File: config.mk
export PLATFORM = sky130hd
export DESIGN_NAME = alu_issue_sequencer_flat
export DESIGN_NICKNAME = d
export VERILOG_FILES = /design/src/rtl/alu_issue_if.sv /design/src/rtl/alu_issue_sequencer.sv /design/src/flat_wrapper.sv
export SDC_FILE = /design/constraint.sdc
export NUM_CORES = 1
export LEC_CHECK = 0
export ABC_AREA = 1
export CORE_MARGIN = 3
export CORE_UTILIZATION = 48
export CTS_BUF_LIST = sky130_fd_sc_hd__clkbuf_4 sky130_fd_sc_hd__clkbuf_8 sky130_fd_sc_hd__clkbuf_16
export DETAILED_ROUTE_END_ITERATION = 6
export GPL_TIMING_DRIVEN = 1
export PLACE_DENSITY = 0.78
export SYNTH_ARGS = -nofsm -noshare
export SYNTH_HDL_FRONTEND = slang
export SYNTH_SLANG_ARGS = --single-unit
File: constraint.sdc
create_clock -name clk -period 1.8 [get_ports clk]
set_clock_uncertainty 0.1 [all_clocks]
set_input_delay 0.36 -clock clk [delete_from_list [all_inputs] [get_ports clk]]
set_output_delay 0.36 -clock clk [all_outputs]
set_load 0.05 [all_outputs]
File: src/rtl/alu_issue_if.sv
// Handshake bundle between the main decoder, the ALU issue sequencer and the ALU datapath.
// master = instruction source / beat consumer side, slave = the sequencer.
interface alu_issue_if #(
  parameter int LANES  = 4,
  parameter int STEP_W = 2
);
  logic              in_valid;
  logic              in_ready;
  logic              alu_op;
  logic [5:0]        funct;
  logic              vec_mode;
  logic              out_valid;
  logic              out_ready;
  logic [3:0]        alu_control;
  logic [1:0]        flag_w;
  logic              no_write;
  logic              src_a;
  logic [LANES-1:0]  lane_en;
  logic [STEP_W-1:0] step;
  logic              out_last;
  logic              illegal;

  modport master (
    output in_valid, alu_op, funct, vec_mode, out_ready,
    input  in_ready, out_valid, alu_control, flag_w, no_write, src_a,
           lane_en, step, out_last, illegal
  );

  modport slave (
    input  in_valid, alu_op, funct, vec_mode, out_ready,
    output in_ready, out_valid, alu_control, flag_w, no_write, src_a,
           lane_en, step, out_last, illegal
  );
endinterface

File: src/rtl/alu_issue_sequencer.sv
// Decodes one {ALUOp, Funct} instruction per handshake and issues registered control beats,
// lane-serial across the vector lanes and MUL_CYCLES beats per lane for multi-cycle MUL.
module alu_issue_sequencer #(
  parameter int LANES      = 4,
  parameter int MUL_CYCLES = 3,
  parameter int STEP_W     = (MUL_CYCLES > 1) ? $clog2(MUL_CYCLES) : 1
) (
  input  logic        clk,
  input  logic        rst_n,
  alu_issue_if.slave  bus
);

  localparam int LANE_W = (LANES > 1) ? $clog2(LANES) : 1;
  localparam logic [LANE_W-1:0] LANE_LAST = LANE_W'(LANES - 1);
  localparam logic [STEP_W-1:0] STEP_LAST = STEP_W'(MUL_CYCLES - 1);

  typedef struct packed {
    logic [3:0] ctrl;
    logic [1:0] flagw;
    logic       nw;
    logic       srca;
    logic       mul;
    logic       ill;
  } dec_t;

  typedef enum logic {IDLE, BEAT} state_t;

  function automatic dec_t mk(input logic [3:0] ctrl, input logic [1:0] flagw,
                              input logic nw, input logic srca, input logic mul);
    dec_t d;
    d.ctrl  = ctrl;
    d.flagw = flagw;
    d.nw    = nw;
    d.srca  = srca;
    d.mul   = mul;
    d.ill   = 1'b0;
    return d;
  endfunction

  function automatic dec_t decode(input logic alu_op, input logic [5:0] funct);
    dec_t d;
    // Unrecognised encodings fall through to the illegal beat shape.
    d.ctrl  = 4'b0000;
    d.flagw = 2'b00;
    d.nw    = 1'b1;
    d.srca  = 1'b0;
    d.mul   = 1'b0;
    d.ill   = 1'b1;
    if (!alu_op) begin
      d = mk(4'b0000, 2'b00, 1'b0, 1'b0, 1'b0);
    end else begin
      casez (funct)
        6'b?01000: d = mk(4'b0000, 2'b00, 1'b0, 1'b0, 1'b0);
        6'b?01001: d = mk(4'b0000, 2'b11, 1'b0, 1'b0, 1'b0);
        6'b?00100: d = mk(4'b0001, 2'b00, 1'b0, 1'b0, 1'b0);
        6'b?00101: d = mk(4'b0001, 2'b11, 1'b0, 1'b0, 1'b0);
        6'b?00000: d = mk(4'b0010, 2'b00, 1'b0, 1'b0, 1'b0);
        6'b?00001: d = mk(4'b0010, 2'b10, 1'b0, 1'b0, 1'b0);
        6'b?11000: d = mk(4'b0011, 2'b00, 1'b0, 1'b0, 1'b0);
        6'b?11001: d = mk(4'b0011, 2'b10, 1'b0, 1'b0, 1'b0);
        6'b?10101: d = mk(4'b0001, 2'b11, 1'b1, 1'b0, 1'b0);
        6'b?00010: d = mk(4'b0101, 2'b00, 1'b0, 1'b0, 1'b1);
        6'b011010: d = mk(4'b1001, 2'b00, 1'b0, 1'b0, 1'b0);
        6'b111010: d = mk(4'b0000, 2'b00, 1'b0, 1'b1, 1'b0);
        6'b111110: d = mk(4'b0001, 2'b00, 1'b0, 1'b1, 1'b0);
        6'b010010: d = mk(4'b0111, 2'b00, 1'b0, 1'b0, 1'b0);
        default:   d = d;
      endcase
    end
    return d;
  endfunction

  function automatic logic is_last(input dec_t d, input logic vec,
                                   input logic [LANE_W-1:0] lane,
                                   input logic [STEP_W-1:0] step);
    logic [LANE_W-1:0] lane_end;
    logic [STEP_W-1:0] step_end;
    lane_end = vec ? LANE_LAST : '0;
    step_end = d.mul ? STEP_LAST : '0;
    return d.ill | ((lane == lane_end) && (step == step_end));
  endfunction

  state_t            state_q, state_d;
  dec_t              dec_q, dec_d;
  logic              vec_q, vec_d;
  logic [LANE_W-1:0] lane_q, lane_d;
  logic [STEP_W-1:0] step_q, step_d;
  logic              out_valid_q, out_valid_d;
  logic              last_q, last_d;
  logic [LANES-1:0]  lane_en_q, lane_en_d;
  logic [1:0]        flag_w_q, flag_w_d;
  logic              in_ready;
  logic              accept;
  logic              advance;

  // Gated by rst_n so nothing is accepted in a reset cycle.
  assign in_ready = rst_n & ((state_q == IDLE) | (out_valid_q & bus.out_ready & last_q));
  assign accept   = in_ready & bus.in_valid;
  assign advance  = out_valid_q & bus.out_ready;

  always_comb begin
    state_d = state_q;
    dec_d   = dec_q;
    vec_d   = vec_q;
    lane_d  = lane_q;
    step_d  = step_q;
    if (accept) begin
      state_d = BEAT;
      dec_d   = decode(bus.alu_op, bus.funct);
      vec_d   = bus.vec_mode;
      lane_d  = '0;
      step_d  = '0;
    end else if (advance) begin
      if (last_q) begin
        state_d = IDLE;
      end else if (dec_q.mul && (step_q != STEP_LAST)) begin
        step_d = step_q + STEP_W'(1);
      end else begin
        step_d = '0;
        lane_d = lane_q + LANE_W'(1);
      end
    end
    last_d      = is_last(dec_d, vec_d, lane_d, step_d);
    lane_en_d   = dec_d.ill ? '0 : (LANES'(1) << lane_d);
    flag_w_d    = last_d ? dec_d.flagw : 2'b00;
    out_valid_d = (state_d == BEAT);
  end

  always_ff @(posedge clk) begin
    if (!rst_n) begin
      state_q     <= IDLE;
      dec_q       <= '0;
      vec_q       <= 1'b0;
      lane_q      <= '0;
      step_q      <= '0;
      out_valid_q <= 1'b0;
      last_q      <= 1'b0;
      lane_en_q   <= '0;
      flag_w_q    <= 2'b00;
    end else begin
      state_q     <= state_d;
      dec_q       <= dec_d;
      vec_q       <= vec_d;
      lane_q      <= lane_d;
      step_q      <= step_d;
      out_valid_q <= out_valid_d;
      last_q      <= last_d;
      lane_en_q   <= lane_en_d;
      flag_w_q    <= flag_w_d;
    end
  end

  assign bus.in_ready    = in_ready;
  assign bus.out_valid   = out_valid_q;
  assign bus.alu_control = dec_q.ctrl;
  assign bus.flag_w      = flag_w_q;
  assign bus.no_write    = dec_q.nw;
  assign bus.src_a       = dec_q.srca;
  assign bus.lane_en     = lane_en_q;
  assign bus.step        = step_q;
  assign bus.out_last    = last_q;
  assign bus.illegal     = dec_q.ill;

endmodule

File: src/flat_wrapper.sv
// flat-port wrapper written by rule: the top's interface ports become plain ports
module alu_issue_sequencer_flat 
#(
  parameter int LANES      = 4,
  parameter int MUL_CYCLES = 3,
  parameter int STEP_W     = (MUL_CYCLES > 1) ? $clog2(MUL_CYCLES) : 1
)
  (clk, rst_n, bus_in_valid, bus_alu_op, bus_funct, bus_vec_mode, bus_out_ready, bus_in_ready, bus_out_valid, bus_alu_control, bus_flag_w, bus_no_write, bus_src_a, bus_lane_en, bus_step, bus_out_last, bus_illegal);
  alu_issue_if #(.LANES(LANES), .STEP_W(STEP_W)) bus_i ();
  input  logic clk;
  input  logic rst_n;
  input wire logic [$bits(bus_i.in_valid)-1:0] bus_in_valid;
  input wire logic [$bits(bus_i.alu_op)-1:0] bus_alu_op;
  input wire logic [$bits(bus_i.funct)-1:0] bus_funct;
  input wire logic [$bits(bus_i.vec_mode)-1:0] bus_vec_mode;
  input wire logic [$bits(bus_i.out_ready)-1:0] bus_out_ready;
  output wire logic [$bits(bus_i.in_ready)-1:0] bus_in_ready;
  output wire logic [$bits(bus_i.out_valid)-1:0] bus_out_valid;
  output wire logic [$bits(bus_i.alu_control)-1:0] bus_alu_control;
  output wire logic [$bits(bus_i.flag_w)-1:0] bus_flag_w;
  output wire logic [$bits(bus_i.no_write)-1:0] bus_no_write;
  output wire logic [$bits(bus_i.src_a)-1:0] bus_src_a;
  output wire logic [$bits(bus_i.lane_en)-1:0] bus_lane_en;
  output wire logic [$bits(bus_i.step)-1:0] bus_step;
  output wire logic [$bits(bus_i.out_last)-1:0] bus_out_last;
  output wire logic [$bits(bus_i.illegal)-1:0] bus_illegal;
  assign bus_i.in_valid = bus_in_valid;
  assign bus_i.alu_op = bus_alu_op;
  assign bus_i.funct = bus_funct;
  assign bus_i.vec_mode = bus_vec_mode;
  assign bus_i.out_ready = bus_out_ready;
  assign bus_in_ready = bus_i.in_ready;
  assign bus_out_valid = bus_i.out_valid;
  assign bus_alu_control = bus_i.alu_control;
  assign bus_flag_w = bus_i.flag_w;
  assign bus_no_write = bus_i.no_write;
  assign bus_src_a = bus_i.src_a;
  assign bus_lane_en = bus_i.lane_en;
  assign bus_step = bus_i.step;
  assign bus_out_last = bus_i.out_last;
  assign bus_illegal = bus_i.illegal;
  alu_issue_sequencer #(.LANES(LANES), .MUL_CYCLES(MUL_CYCLES), .STEP_W(STEP_W)) u_core (.clk(clk), .rst_n(rst_n), .bus(bus_i));
endmodule
==> results.ini <==
[sta]
worstMarginPinSlew_ns=0.252
finalHoldViolations=0
finalMaxSlewViolations=0
finalSetupTns_ns=0
finalSetupViolCount=0
rsz0062_at_grt=false
fin_crit_sh=0.934
fmax_mhz=595
min_period_ns=1.68
max_slew_margin=0.832

[logic_synthesis]
seq_area_frac_synth=0.377
syn_area_sq_um=1220
ys_warn_count=0
synth_seq_cells=23
syn_avg_cell_area_sq_um=7.53
ys_types=30
syn_inst=162
synth_nets=175

[critical_path]
worstPathCellList=nand2_2, buf_4, a21oi_4, buf_12
worstRegToRegCells=11
crit_slowest_cell=dfxtp_1
ff2ff_setup_slack_ns=0.20
path_buf_inv=2
r2r-start=u_core.bus.step[0]$_SDFF_PN0_
cp_data_required_time_ns=1.34
critical_path.top_delay_family=flip-flops
critPathMaxStageDelay_ns=0.41
cp.arrival_ns=1.22
worstReg2RegEnd=u_core.bus.flag_w[1]$_SDFF_PN0_
crit_path_end_kind=output port
crit_fanout=3
worst-setup-path-type=flip-flop to output port
startpoint_type=flip-flop

[drt]
dr_total_vias=1196
viasPerCell=4.98
ant_nets=0
wire_per_inst_um=12.1
drc_errors=0
routed_wirelength_um=2900
dr.pass1.iters=4
drt_iter0_drc=37

[die]
core_sq_um=2320
fp-row-count=17
die_area_sq_um=3180
start_util=0.526
pin_count=30
die_y_um=56.4
die_x_um=56.4

[clock_network]
clk_pin_slew_ns=0.12
cts_max_path_buffers=2
tritoncts=done
cts_root_buf=clkbuf_4
cts_sinks=23
cts_hold_buf=0
htree_levels=1
cts_buffers=3
clk_latency_ns=0.31

[finish]
final_area_sq_um=1710
final_util=0.738
drive_above_1_share=0.406
area_delta_synth_final_pct=40.3
nets=226
n_antenna_cell=0

[worst_hold_path]
holdCritStartpoint=u_core.bus.alu_control[1]$_SDFFE_PN0N_
min_path_cells=2
hold_path.class=flip-flop to flip-flop
whs_endpoint=u_core.bus.alu_control[1]$_SDFFE_PN0N_

[pwr]
power_density_nw_per_um2=610
power.leakage_uw=0.000800
finalPower_uw=1040
irDropWorstVdd_mv=0.595

[grt]
grtUsageTotal=0.192
grt_pass1_vias=1140
grt_max_degree=17
grt_pass1_wl_um=4980
antenna_found_initial=0
overflow=0

[placement]
placed_cell_area_sq_um=1650
port-buffer-count=29
dp_hpwl_um=2210
gp_congestion=0.941

[job]
maxCapViolations=0

[outcome]
status=finished clean

-- cells in the final DEF, fill, tap and decap left out, types with 4 or more instances in the layout --
cell,n
nand2_1,28
nand2_2,9
a21oi_1,7
nor2_2,5
nor2_1,18
dfxtp_1,21
buf_4,40
nand3_2,4
inv_2,5
nor2_4,4
clkdlybuf4s50_1,7
nand3_1,9
inv_1,16
-- power breakdown --
group          leakage [uW]  internal, uW  switching (uW)
combinational      0.000595           108             159
clock             0.0000177          82.9             158
sequential         0.000187           524            12.4
total              0.000800           715             329
-- layer usage --
layer | track usage | up-vias | part of all wire
met1 | 0.262 | 537 | 0.46
li1 | - | 619 | -
met4 | 0.0305 | 0 | 0.0093
met3 | 0.0322 | 4 | 0.051
met5 | 0 | - | 0
met2 | 0.322 | 36 | 0.48
-- sequential cells by signal, indices dropped and copies added (netlist names) --
register,cells
u_core.dec_q,3
u_core.state_q,1
u_core.bus.illegal,1
u_core.bus.out_last,1
u_core.bus.no_write,1
u_core.lane_q,2
u_core.bus.lane_en,4
u_core.vec_q,1
u_core.bus.src_a,1
u_core.bus.step,2
u_core.bus.flag_w,2
u_core.bus.alu_control,4
-- metrics by stage --
stage | setup WS (ns) | hold WS, ns | instances
6_report | 0.119 | 0.377 | 240
5_1_grt | 0.00986 | 0.402 | 240
4_1_cts | 0.0456 | 0.379 | 239
3_5_place_dp | -0.270 | 0.360 | 235
3_3_place_gp | -0.205 | 0.352 | 235
2_1_floorplan | 0.00833 | 0.344 | 162
-- worst reg2reg max path, cell delays in order, from the launching register on --
cell and delay, ns:
dfxtp_2 0.35, inv_1 0.05, ha_2 0.19, nor2_4 0.13, nor2_2 0.06, nand2_2 0.09, nand2_1 0.05, nand3_1 0.09
nand2_1 0.12, nand2_2 0.08, nand3_2 0.11, a21oi_2 0.13
-- synthesized netlist by cell type, drive strengths merged --
cell,number,area [sq um]
nand2,38,168
nor2,27,136
dfxtp,23,460
inv,21,78.8
nand3,14,103
a21oi,11,66.3
buf,6,52.6
o21ai,6,41.3
a22oi,3,27.5
nand4,3,18.8
and3,2,12.5
clkinv,2,7.51
nor3,2,15.0
a32oi,1,8.76
clkbuf,1,3.75
ha,1,12.5
o211ai,1,7.51
-- repair_timing --
action                                  in CTS  in global routing
resized for setup                            4                  8
gates cloned                                 0                  0
endpoints found under the setup margin       1                  8
pin swaps                                    0                  2
buffers inserted                             0                  1
-- how the worst max path moves through the flow --
stage                                        start                              end  slack [ns]  cells after the start
floorplan           u_core.bus.out_last$_SDFF_PN0_  u_core.bus.flag_w[0]$_SDFF_PN0_       0.008                      9
global placement                     bus_out_ready  u_core.bus.flag_w[1]$_SDFF_PN0_       -0.20                     10
detailed placement                   bus_out_ready  u_core.bus.flag_w[1]$_SDFF_PN0_       -0.27                      9
CTS                  u_core.bus.step[0]$_SDFF_PN0_  u_core.bus.flag_w[1]$_SDFF_PN0_        0.05                     11
global route         u_core.bus.step[0]$_SDFF_PN0_  u_core.bus.flag_w[1]$_SDFF_PN0_        0.01                     11
finish              u_core.bus.out_last$_SDFF_PN0_                     bus_in_ready        0.12                      4
-- cell type report --
| class | instances | area, sq um |
|---|---|---|
| Tap cell | 28 | 35.0 |
| Fill cell | 179 | 607 |
| Timing Repair Buffer | 53 | 453 |
| Sequential cell | 23 | 463 |
| Multi-Input combinational cell | 109 | 647 |
| Clock inverter | 1 | 5.00 |
| Clock buffer | 3 | 22.5 |
| Inverter | 23 | 86.3 |
-- cell families (layout without fill, tap and decap cells) --
group,after synthesis,count (layout),share of synthesized area
AOI/OAI and AO/OA,22,22,0.124
adders and majority gates,1,1,0.0103
buffers and inverters,30,80,0.117
DFF,23,23,0.377
and+or+nand+nor,86,86,0.371
(Power assumes the default switching activity.)
